### src/rtl/accumulator_drain_ctrl_pkg.sv
// ---------------------------------------------------------------------------
// accumulator_drain_ctrl_pkg
//   Shared definitions for the accumulator drain controller:
//   - state encoding of the sequencing FSM
//   - default lane count, result width and feed-to-accumulator latency
//   - helper that computes the final ACCUM counter value
// ---------------------------------------------------------------------------
package accumulator_drain_ctrl_pkg;

   // State encodings
   localparam logic [1:0] IDLE_ENC  = 2'd0;
   localparam logic [1:0] CLR_ENC   = 2'd1;
   localparam logic [1:0] ACCUM_ENC = 2'd2;
   localparam logic [1:0] DRAIN_ENC = 2'd3;

   typedef enum logic [1:0] {
      ST_IDLE  = IDLE_ENC,
      ST_CLR   = CLR_ENC,
      ST_ACCUM = ACCUM_ENC,
      ST_DRAIN = DRAIN_ENC
   } state_e;

   // Defaults for the array top
   localparam int DEF_LANES = 4;
   localparam int DEF_WIDTH = 8;
   localparam int DEF_LAT   = 1;

   // k_len is 8 bits; k_len + LAT needs one more bit
   localparam int KLEN_W = 8;
   localparam int CNT_W  = 9;

   // Counter value seen on the last ACCUM cycle: k_len + LAT - 1
   function automatic logic [CNT_W-1:0] accum_last_cnt(input logic [KLEN_W-1:0] k_len,
                                                       input int                lat);
      return {1'b0, k_len} + CNT_W'(lat - 1);
   endfunction

endpackage

### src/rtl/accumulator_drain_ctrl_lane_snapshot_buffer.sv
// ---------------------------------------------------------------------------
// lane_snapshot_buffer
//   Holds one snapshot of every accumulator lane. All lanes load together
//   when load_i is high; a single lane is selected for output by sel_i.
//
//   clk_i     system clock
//   clear_ni  asynchronous active-low clear of all lanes
//   load_i    parallel load of every lane from data_i
//   data_i    packed lane values, lane i at [i*WIDTH +: WIDTH]
//   sel_i     lane index to present
//   data_o    snapshot value of lane sel_i
// ---------------------------------------------------------------------------
module lane_snapshot_buffer
   import accumulator_drain_ctrl_pkg::*;
#(
   parameter int LANES = DEF_LANES,
   parameter int WIDTH = DEF_WIDTH,
   parameter int SEL_W = $clog2(DEF_LANES)
) (
   input  logic                   clk_i,
   input  logic                   clear_ni,
   input  logic                   load_i,
   input  logic [LANES*WIDTH-1:0] data_i,
   input  logic [SEL_W-1:0]       sel_i,
   output logic [WIDTH-1:0]       data_o
);

   logic [LANES*WIDTH-1:0] snap_flat;

   generate
      for (genvar gi = 0; gi < LANES; gi++) begin : g_lane
         logic [WIDTH-1:0] lane_q;

         always_ff @(posedge clk_i or negedge clear_ni) begin
            if (!clear_ni) begin
               lane_q <= '0;
            end else if (load_i) begin
               lane_q <= data_i[gi*WIDTH +: WIDTH];
            end
         end

         assign snap_flat[gi*WIDTH +: WIDTH] = lane_q;
      end
   endgenerate

   // Explicit compare loop keeps the mux well defined for non-power-of-2 LANES
   always_comb begin
      data_o = '0;
      for (int i = 0; i < LANES; i++) begin
         if (sel_i == SEL_W'(i)) begin
            data_o = snap_flat[i*WIDTH +: WIDTH];
         end
      end
   end

endmodule

### src/rtl/accumulator_drain_ctrl.sv
// ---------------------------------------------------------------------------
// accumulator_drain_ctrl
//   Sequences one pass of the PE-column accumulators: clear them, gate the
//   operand feed for k_len cycles, wait out the pipeline latency, snapshot
//   every lane in one cycle, then drain the snapshot lane by lane over a
//   valid/ready handshake.
//
//   clk_i        system clock
//   clear_ni     asynchronous active-low reset (aborts any pass)
//   start_i      one-cycle pass request, honoured only when idle
//   k_len_i      number of accumulate cycles, captured with start_i
//   acc_in_i     accumulator outputs, lane i at [i*WIDTH +: WIDTH]
//   acc_clear_o  one-cycle pulse clearing the accumulators
//   feed_en_o    upstream feeder must present valid operands
//   out_valid_o  snapshot lane presented on out_data_o
//   out_ready_i  consumer accepts the presented lane
//   out_data_o   snapshot value of lane out_lane_o
//   out_lane_o   index of the lane presented
//   busy_o       high whenever a pass is in progress
//   done_o       one-cycle pulse after the last lane is accepted
// ---------------------------------------------------------------------------
module accumulator_drain_ctrl
   import accumulator_drain_ctrl_pkg::*;
#(
   parameter int LANES = DEF_LANES,
   parameter int WIDTH = DEF_WIDTH,
   parameter int LAT   = DEF_LAT
) (
   input  logic                       clk_i,
   input  logic                       clear_ni,
   input  logic                       start_i,
   input  logic [KLEN_W-1:0]          k_len_i,
   input  logic [LANES*WIDTH-1:0]     acc_in_i,
   output logic                       acc_clear_o,
   output logic                       feed_en_o,
   output logic                       out_valid_o,
   input  logic                       out_ready_i,
   output logic [WIDTH-1:0]           out_data_o,
   output logic [$clog2(LANES)-1:0]   out_lane_o,
   output logic                       busy_o,
   output logic                       done_o
);

   localparam int                LANE_W    = $clog2(LANES);
   localparam logic [LANE_W-1:0] LAST_LANE = LANE_W'(LANES - 1);

   state_e              state_q;
   logic [KLEN_W-1:0]   k_len_q;
   logic [CNT_W-1:0]    cnt_q;
   logic [CNT_W-1:0]    cnt_d;
   logic [CNT_W-1:0]    cnt_last;
   logic [LANE_W-1:0]   out_lane_q;
   logic [LANE_W-1:0]   out_lane_d;
   logic                acc_clear_q;
   logic                feed_en_q;
   logic                out_valid_q;
   logic                busy_q;
   logic                done_q;

   logic                accum_end;
   logic                feed_next;
   logic                last_lane;

   always_comb begin
      cnt_d      = cnt_q + 9'd1;
      cnt_last   = accum_last_cnt(k_len_q, LAT);
      accum_end  = (state_q == ST_ACCUM) && (cnt_q == cnt_last);
      // feed_en is registered, so it is decided one count ahead
      feed_next  = (cnt_d < {1'b0, k_len_q});
      last_lane  = (out_lane_q == LAST_LANE);
      out_lane_d = last_lane ? '0 : out_lane_q + 1'b1;
   end

   always_ff @(posedge clk_i or negedge clear_ni) begin
      if (!clear_ni) begin
         state_q     <= ST_IDLE;
         k_len_q     <= '0;
         cnt_q       <= '0;
         out_lane_q  <= '0;
         acc_clear_q <= 1'b0;
         feed_en_q   <= 1'b0;
         out_valid_q <= 1'b0;
         busy_q      <= 1'b0;
         done_q      <= 1'b0;
      end else begin
         acc_clear_q <= 1'b0;
         done_q      <= 1'b0;
         case (state_q)
            ST_IDLE: begin
               if (start_i) begin
                  k_len_q     <= k_len_i;
                  acc_clear_q <= 1'b1;
                  busy_q      <= 1'b1;
                  state_q     <= ST_CLR;
               end
            end
            ST_CLR: begin
               cnt_q     <= '0;
               feed_en_q <= (k_len_q != '0);
               state_q   <= ST_ACCUM;
            end
            ST_ACCUM: begin
               cnt_q <= cnt_d;
               if (accum_end) begin
                  feed_en_q   <= 1'b0;
                  out_valid_q <= 1'b1;
                  out_lane_q  <= '0;
                  state_q     <= ST_DRAIN;
               end else begin
                  feed_en_q <= feed_next;
               end
            end
            ST_DRAIN: begin
               if (out_ready_i) begin
                  if (last_lane) begin
                     out_valid_q <= 1'b0;
                     busy_q      <= 1'b0;
                     done_q      <= 1'b1;
                     state_q     <= ST_IDLE;
                  end else begin
                     out_lane_q <= out_lane_d;
                  end
               end
            end
            default: begin
               state_q <= ST_IDLE;
            end
         endcase
      end
   end

   // Snapshot is taken on the final ACCUM cycle, when acc_in reflects the
   // last fed operand.
   lane_snapshot_buffer #(
      .LANES (LANES),
      .WIDTH (WIDTH),
      .SEL_W (LANE_W)
   ) u_snapshot (
      .clk_i    (clk_i),
      .clear_ni (clear_ni),
      .load_i   (accum_end),
      .data_i   (acc_in_i),
      .sel_i    (out_lane_q),
      .data_o   (out_data_o)
   );

   assign acc_clear_o = acc_clear_q;
   assign feed_en_o   = feed_en_q;
   assign out_valid_o = out_valid_q;
   assign out_lane_o  = out_lane_q;
   assign busy_o      = busy_q;
   assign done_o      = done_q;

endmodule

### config.mk
export PLATFORM = sky130hd
export DESIGN_NAME = accumulator_drain_ctrl
export DESIGN_NICKNAME = d
export VERILOG_FILES = /design/src/rtl/accumulator_drain_ctrl_pkg.sv /design/src/rtl/accumulator_drain_ctrl_lane_snapshot_buffer.sv /design/src/rtl/accumulator_drain_ctrl.sv
export SDC_FILE = /design/constraint.sdc
export NUM_CORES = 1
export LEC_CHECK = 0
export CAP_MARGIN = 20
export CORE_MARGIN = 1
export CORE_UTILIZATION = 57
export CTS_CLUSTER_DIAMETER = 150
export DETAILED_ROUTE_END_ITERATION = 12
export GPL_ROUTABILITY_DRIVEN = 1
export PLACE_DENSITY = 0.9
export SLEW_MARGIN = 15
export SYNTH_ARGS = -nofsm -noshare
export SYNTH_HDL_FRONTEND = slang
export SYNTH_SLANG_ARGS = --single-unit
### constraint.sdc
create_clock -name clk_i -period 3.1 [get_ports clk_i]
set_clock_uncertainty 0.15 [all_clocks]
set_input_delay 0.62 -clock clk_i [delete_from_list [all_inputs] [get_ports clk_i]]
set_output_delay 0.62 -clock clk_i [all_outputs]
set_load 0.02 [all_outputs]
Word-level counts from Yosys, hierarchy flattened

Index checks and enable logic that the tools add are counted.

Eq/ne operators: 12
Reductions and logical operators: 12
$add $sub $neg: 2
Mux-type cells: 27
Magnitude comparators: 1

Operators by type and width:

| cell                  | count |
|---|---|
| $mux W8               | 4 |
| $pmux W9 S2           | 1 |
| $reduce_and A4 Y1     | 4 |
| $mux W2               | 7 |
| $mux W1               | 10 |
| $ne A2 B2 Y1 const B  | 5 |
| $add A9 B1 Y9 const B | 1 |
| $eq A9 B8 Y1          | 1 |
| $lt A9 B8 Y1          | 1 |
| $eq A2 B2 Y1 const B  | 4 |
| $pmux W2 S4           | 1 |
| $reduce_bool A8 Y1    | 1 |
| $pmux W1 S2           | 3 |
| $reduce_bool A2 Y1    | 3 |
| $eq A2 B1 Y1 const B  | 2 |
| $logic_not A2 Y1      | 2 |
| $pmux W2 S2           | 1 |
| $add A2 B1 Y2 const B | 1 |
| $reduce_and A2 Y1     | 1 |
| $logic_and A1 B1 Y1   | 1 |

Logic and storage cells: 67
Output and inout bits: 15
Flip-flop bits (word level): 58
Input port bits: 44

Depth between registers and ports, before layout

Depth in word-level cells: 5
Gate-level depth with buffers: 9
Mapped depth without buffers: 8

Cells and area by module

Synthesis repeated with hierarchy kept, for this count alone.

Cells, all modules: 253
Area total of the unflattened synthesis: 3131.8 sq um

Modules (own cells, without submodules):

| module                 | times used | sequential area each (sq um) | cells each | area each (sq um) |
|---|---|---|---|---|
| accumulator_drain_ctrl | 1          | 650.6                        | 175        | 1720.4 |
| lane_snapshot_buffer   | 1          | 800.8                        | 78         | 1411.4 |

Least setup slack after synthesis

Ideal clock, no wire load.

Path kind: register to output
From: register out_lane_q[1] (netlist: out_lane_o[1])
To: output out_data_o[4]
Cell stages (with the launch flop): 10
Arrival time: 1.991 ns
Path buffers: 2
Required time: 2.330 ns
Slack: 0.339 ns
Cells stage by stage: dfrtp_1 -> inv_1 -> ha_1 -> clkbuf_1 -> nor2b_1 -> clkbuf_1 -> a22oi_1 -> nor2_1 -> a21oi_1 -> o21ai_0

Cells in the longest elaborated chain, start to end: 5
Elaborated cells on any way between the ends: 8
Those cells by class: 3 x eq/ne; 4 x mux; 1 x reduce/logical

Ends and longest elaborated chain:

| what                   | RTL line                                          | text |
|---|---|---|
| start, declared        | accumulator_drain_ctrl.sv:52                      | `logic [LANE_W-1:0] out_lane_q;` |
| start signal, assigned | accumulator_drain_ctrl.sv:121                     | `out_lane_q <= out_lane_d;` |
| $logic_not A2 Y1       | accumulator_drain_ctrl_lane_snapshot_buffer.sv:50 | `if (sel_i == SEL_W'(i)) begin` |
| $mux W8 (3 in series)  | accumulator_drain_ctrl_lane_snapshot_buffer.sv:50 |  |
| $mux W8 (*)            | accumulator_drain_ctrl_lane_snapshot_buffer.sv:50 |  |
| end, declared          | accumulator_drain_ctrl.sv:38                      | `output logic [WIDTH-1:0] out_data_o,` |

Every way passes the cells marked *; elsewhere a longest branch is shown, timed or not.

Worst setup path after layout

From: register out_lane_q[0] (netlist: out_lane_o[0])
To: output out_data_o[2]

The elaborated chain is that of the path after synthesis.

==> qor.yml <==
status: "complete, no violations"
final_hold_viol_count: 0
antenna_found_initial: 0
cp-start-kind: "flip-flop"
synthesis.instances: 306
crit_chain: "inv_1 -> ha_1 -> nor2b_4 -> a22oi_1 -> nor2_1 -> a21oi_1 -> o21ai_0 -> dlygate4sd2_1"
tightest_slew_ns: 0.697
power_density_mw_per_mm2: 961
dr.pass1.iters: 5
setup-tns-final_ns: 0
min_period_ns: 2.99
drcViolationCount: 0
max_freq_ghz: 0.334
die_h_um: 77.6
ys_seq_elements: 58
cp.required_ns: 2.33
grt_pass1_vias: 2742
initial_core_util_pct: 59.1
cts_sinks: 58
ios: 59
viasPerCell: 5.98
syn2layout_area_growth_pct: 25.4
crit_family: "buffers and inverters"
yosysSeqAreaShare_pct: 44.6
setup_viol: 0
crit_type: "flip-flop to output port"
seq_area_mm2: 0.00145
synth.avg_cell_area_um2: 10.6
num_rows: 27
r2r_cells: 6
num_vias: 2624
cts_buffers: 9
ff2ff_setup_slack_ns: 0.75
peakVddDrop_v: 0.000506
wl_met2_um: 4140
synth_edf_count: 0
syn_area_mm2: 0.00325
multi_input_area_mm2: 0.00165
grt_pass1_wl_um: 12900
yosysWarnings: 0
dieArea_mm2: 0.00602
nFillCells: 361
portBuffers: 58
timing.rr.end: "u_snapshot.g_lane[0].lane_q[5]"
synth-main-ff-cell: "dfrtp_1"
nets: 423
power_leakage_nw: 1.87
fin_hold_ws_ns: 0.0600
hpwl_um: 5700
wl_met1_um: 3160
gp_congestion: 0.809
hp-class: "primary input to asynchronous set/reset pin"
highest_layer: "met4"
cts_buffer_depth: 2
cap_violations: 0
synth_cell_type_count: 42
cp_slowest_cell: "dfrtp_1"
cts_tree: "built"
cts-root-buf: "clkbuf_8"
synth_nets: 367
worstReg2RegStart: "cnt_q[4]"
power_w: 0.00392
clkTransAtPathRegs_ns: 0.07
wl_per_cell_um: 18.5
wl_um: 8100
grt_max_degree: 40
clock_latency_ns: 0.34
hold_buffers: 0
grt-ovfl-total: 0
synthArstFlopShare_pct: 100
grt_usage_pct: 28.5
dr_wl_met3_um: 514
die_width_um: 77.6
rsz0062_at_grt: "no"
diodes: 0
post-route-period-util_pct: 96.5
slew_viol_final: 0
critical_path_arrival_ns: 2.22
h-tree-depth: 3
crit_path_max_incr_delay_ns: 0.45
drtIter0Drc: 146
crit_fanout: 7
core_area_mm2: 0.00551
postRouteAntennaNets: 0
relSlewSlack_pct: 53.5
crit_buf_inv: 2
endpoint_kind: "output port"
drive_gt1_share_pct: 18.3
[state kept, by name, indices dropped and copies added (netlist names)]
signal	cells
busy_o	1
out_lane_o	2
k_len_q	8
done_o	1
acc_clear_o	1
out_valid_o	1
feed_en_o	1
state_q	2
u_snapshot.g_lane.lane_q	32
cnt_q	9
[area by class of cell]
class                      instances  area share (%)
sequential                        58            35.6
inverter                          19            1.75
tap                               72            2.21
clock buffer                      10            3.37
multi-input combinational        211            40.4
clock inverter                     6            2.18
timing repair buffer              63            14.5
[layout by cell type (no fill, tap or decap), types with 2 or more instances in the layout]
master           instances
nor4_1                   2
a21bo_2                  2
xor2_1                   3
nand2b_1                 5
o31ai_1                  3
bufinv_16                2
buf_4                    5
and3_1                   2
inv_1                   18
dfrtp_1                 58
nor3_1                   3
nand4_1                  4
a22oi_1                  7
o211ai_1                 4
o311ai_0                 2
nand3_1                  9
clkbuf_2                 4
o21a_1                   3
a21oi_1                 15
nor2b_1                  2
ha_1                    16
clkdlybuf4s50_1         49
clkinvlp_4               2
xnor2_1                  8
o21ai_0                 28
mux2i_1                  4
nor2_1                  12
clkdlybuf4s15_1          2
nand2_1                 29
dlygate4sd2_1            2
mux2_2                   3
clkbuf_8                10
mux2_4                  30
nand3b_1                 2
[logic make-up (layout without fill, tap and decap cells)]
logic type | after synthesis | in the layout | share of synthesized area [%]
buffers and inverters | 37 | 98 | 5.00
flip-flops | 58 | 58 | 44.6
multiplexers | 37 | 37 | 16.1
XOR/XNOR | 11 | 11 | 2.96
adder cells (fa/ha/maj) | 17 | 17 | 6.54
AO/OA/AOI/OAI | 70 | 70 | 13.2
AND/OR/NAND/NOR | 76 | 76 | 11.6
[power by group]
group	leakage, nW	switching, W	internal (W)
clock	0.109	0.000322	0.000475
combinational	1.06	0.000942	0.000837
sequential	0.700	0.000274	0.00107
[per-layer routing]
layer / GRT usage [%] / up-vias
met5: 0 / -
met4: 13.2 / 0
met3: 8.59 / 28
met2: 50.1 / 104
met1: 31.4 / 1305
li1: - / 1187
[synthesized netlist by cell type (all sizes together) (4+ instances only)]
cell type	instances	area share, %
a21oi	15	2.3
a22oi	7	1.6
buf	6	1.4
clkbuf	12	1.4
dfrtp	58	45
ha	17	6.5
inv	19	2.2
mux2	33	15
mux2i	4	1.2
nand2	29	3.3
nand2b	5	0.96
nand3	10	1.9
nand4	4	0.77
nor2	12	1.4
nor3	4	0.77
o211ai	4	0.92
o21ai	28	4.3
xnor2	8	2.2
[repair_timing]
action	CTS	global route
endpoints found under the setup margin	8	7
resized for setup	10	15
setup buffers	0	0
gates cloned	0	0
[worst max path at each step]
| stage | endpoint | slack (ns) | cells after the start | start |
|---|---|---|---|---|
| final | out_data_o[2] | 0.11 | 8 | out_lane_o[0] |
| after global routing | out_data_o[5] | 0.007 | 8 | out_lane_o[0] |
| after CTS | out_data_o[7] | 0.06 | 8 | out_lane_o[0] |
| after detailed placement | out_data_o[7] | -0.04 | 8 | out_lane_o[0] |
| after global placement | out_data_o[1] | 0.17 | 8 | out_lane_o[0] |
| after floorplan | out_data_o[4] | 0.34 | 9 | out_lane_o[1] |
[metrics by stage]
| stage | setup slack, ns | instances | area, µm² | util [%] |
|---|---|---|---|---|
| 5_1_grt | 0.00663 | 439 | 4080 | 74.1 |
| 3_5_place_dp | -0.0364 | 423 | 3870 | 70.2 |
| 3_3_place_gp | 0.172 | 423 | 3870 | 70.2 |
| 2_1_floorplan | 0.339 | 306 | 3250 | - |
| 4_1_cts | 0.0554 | 439 | 4090 | 74.3 |
| 6_report | 0.107 | 439 | 4080 | 74.1 |
No activity file was read; power rests on OpenSTA's default activity.
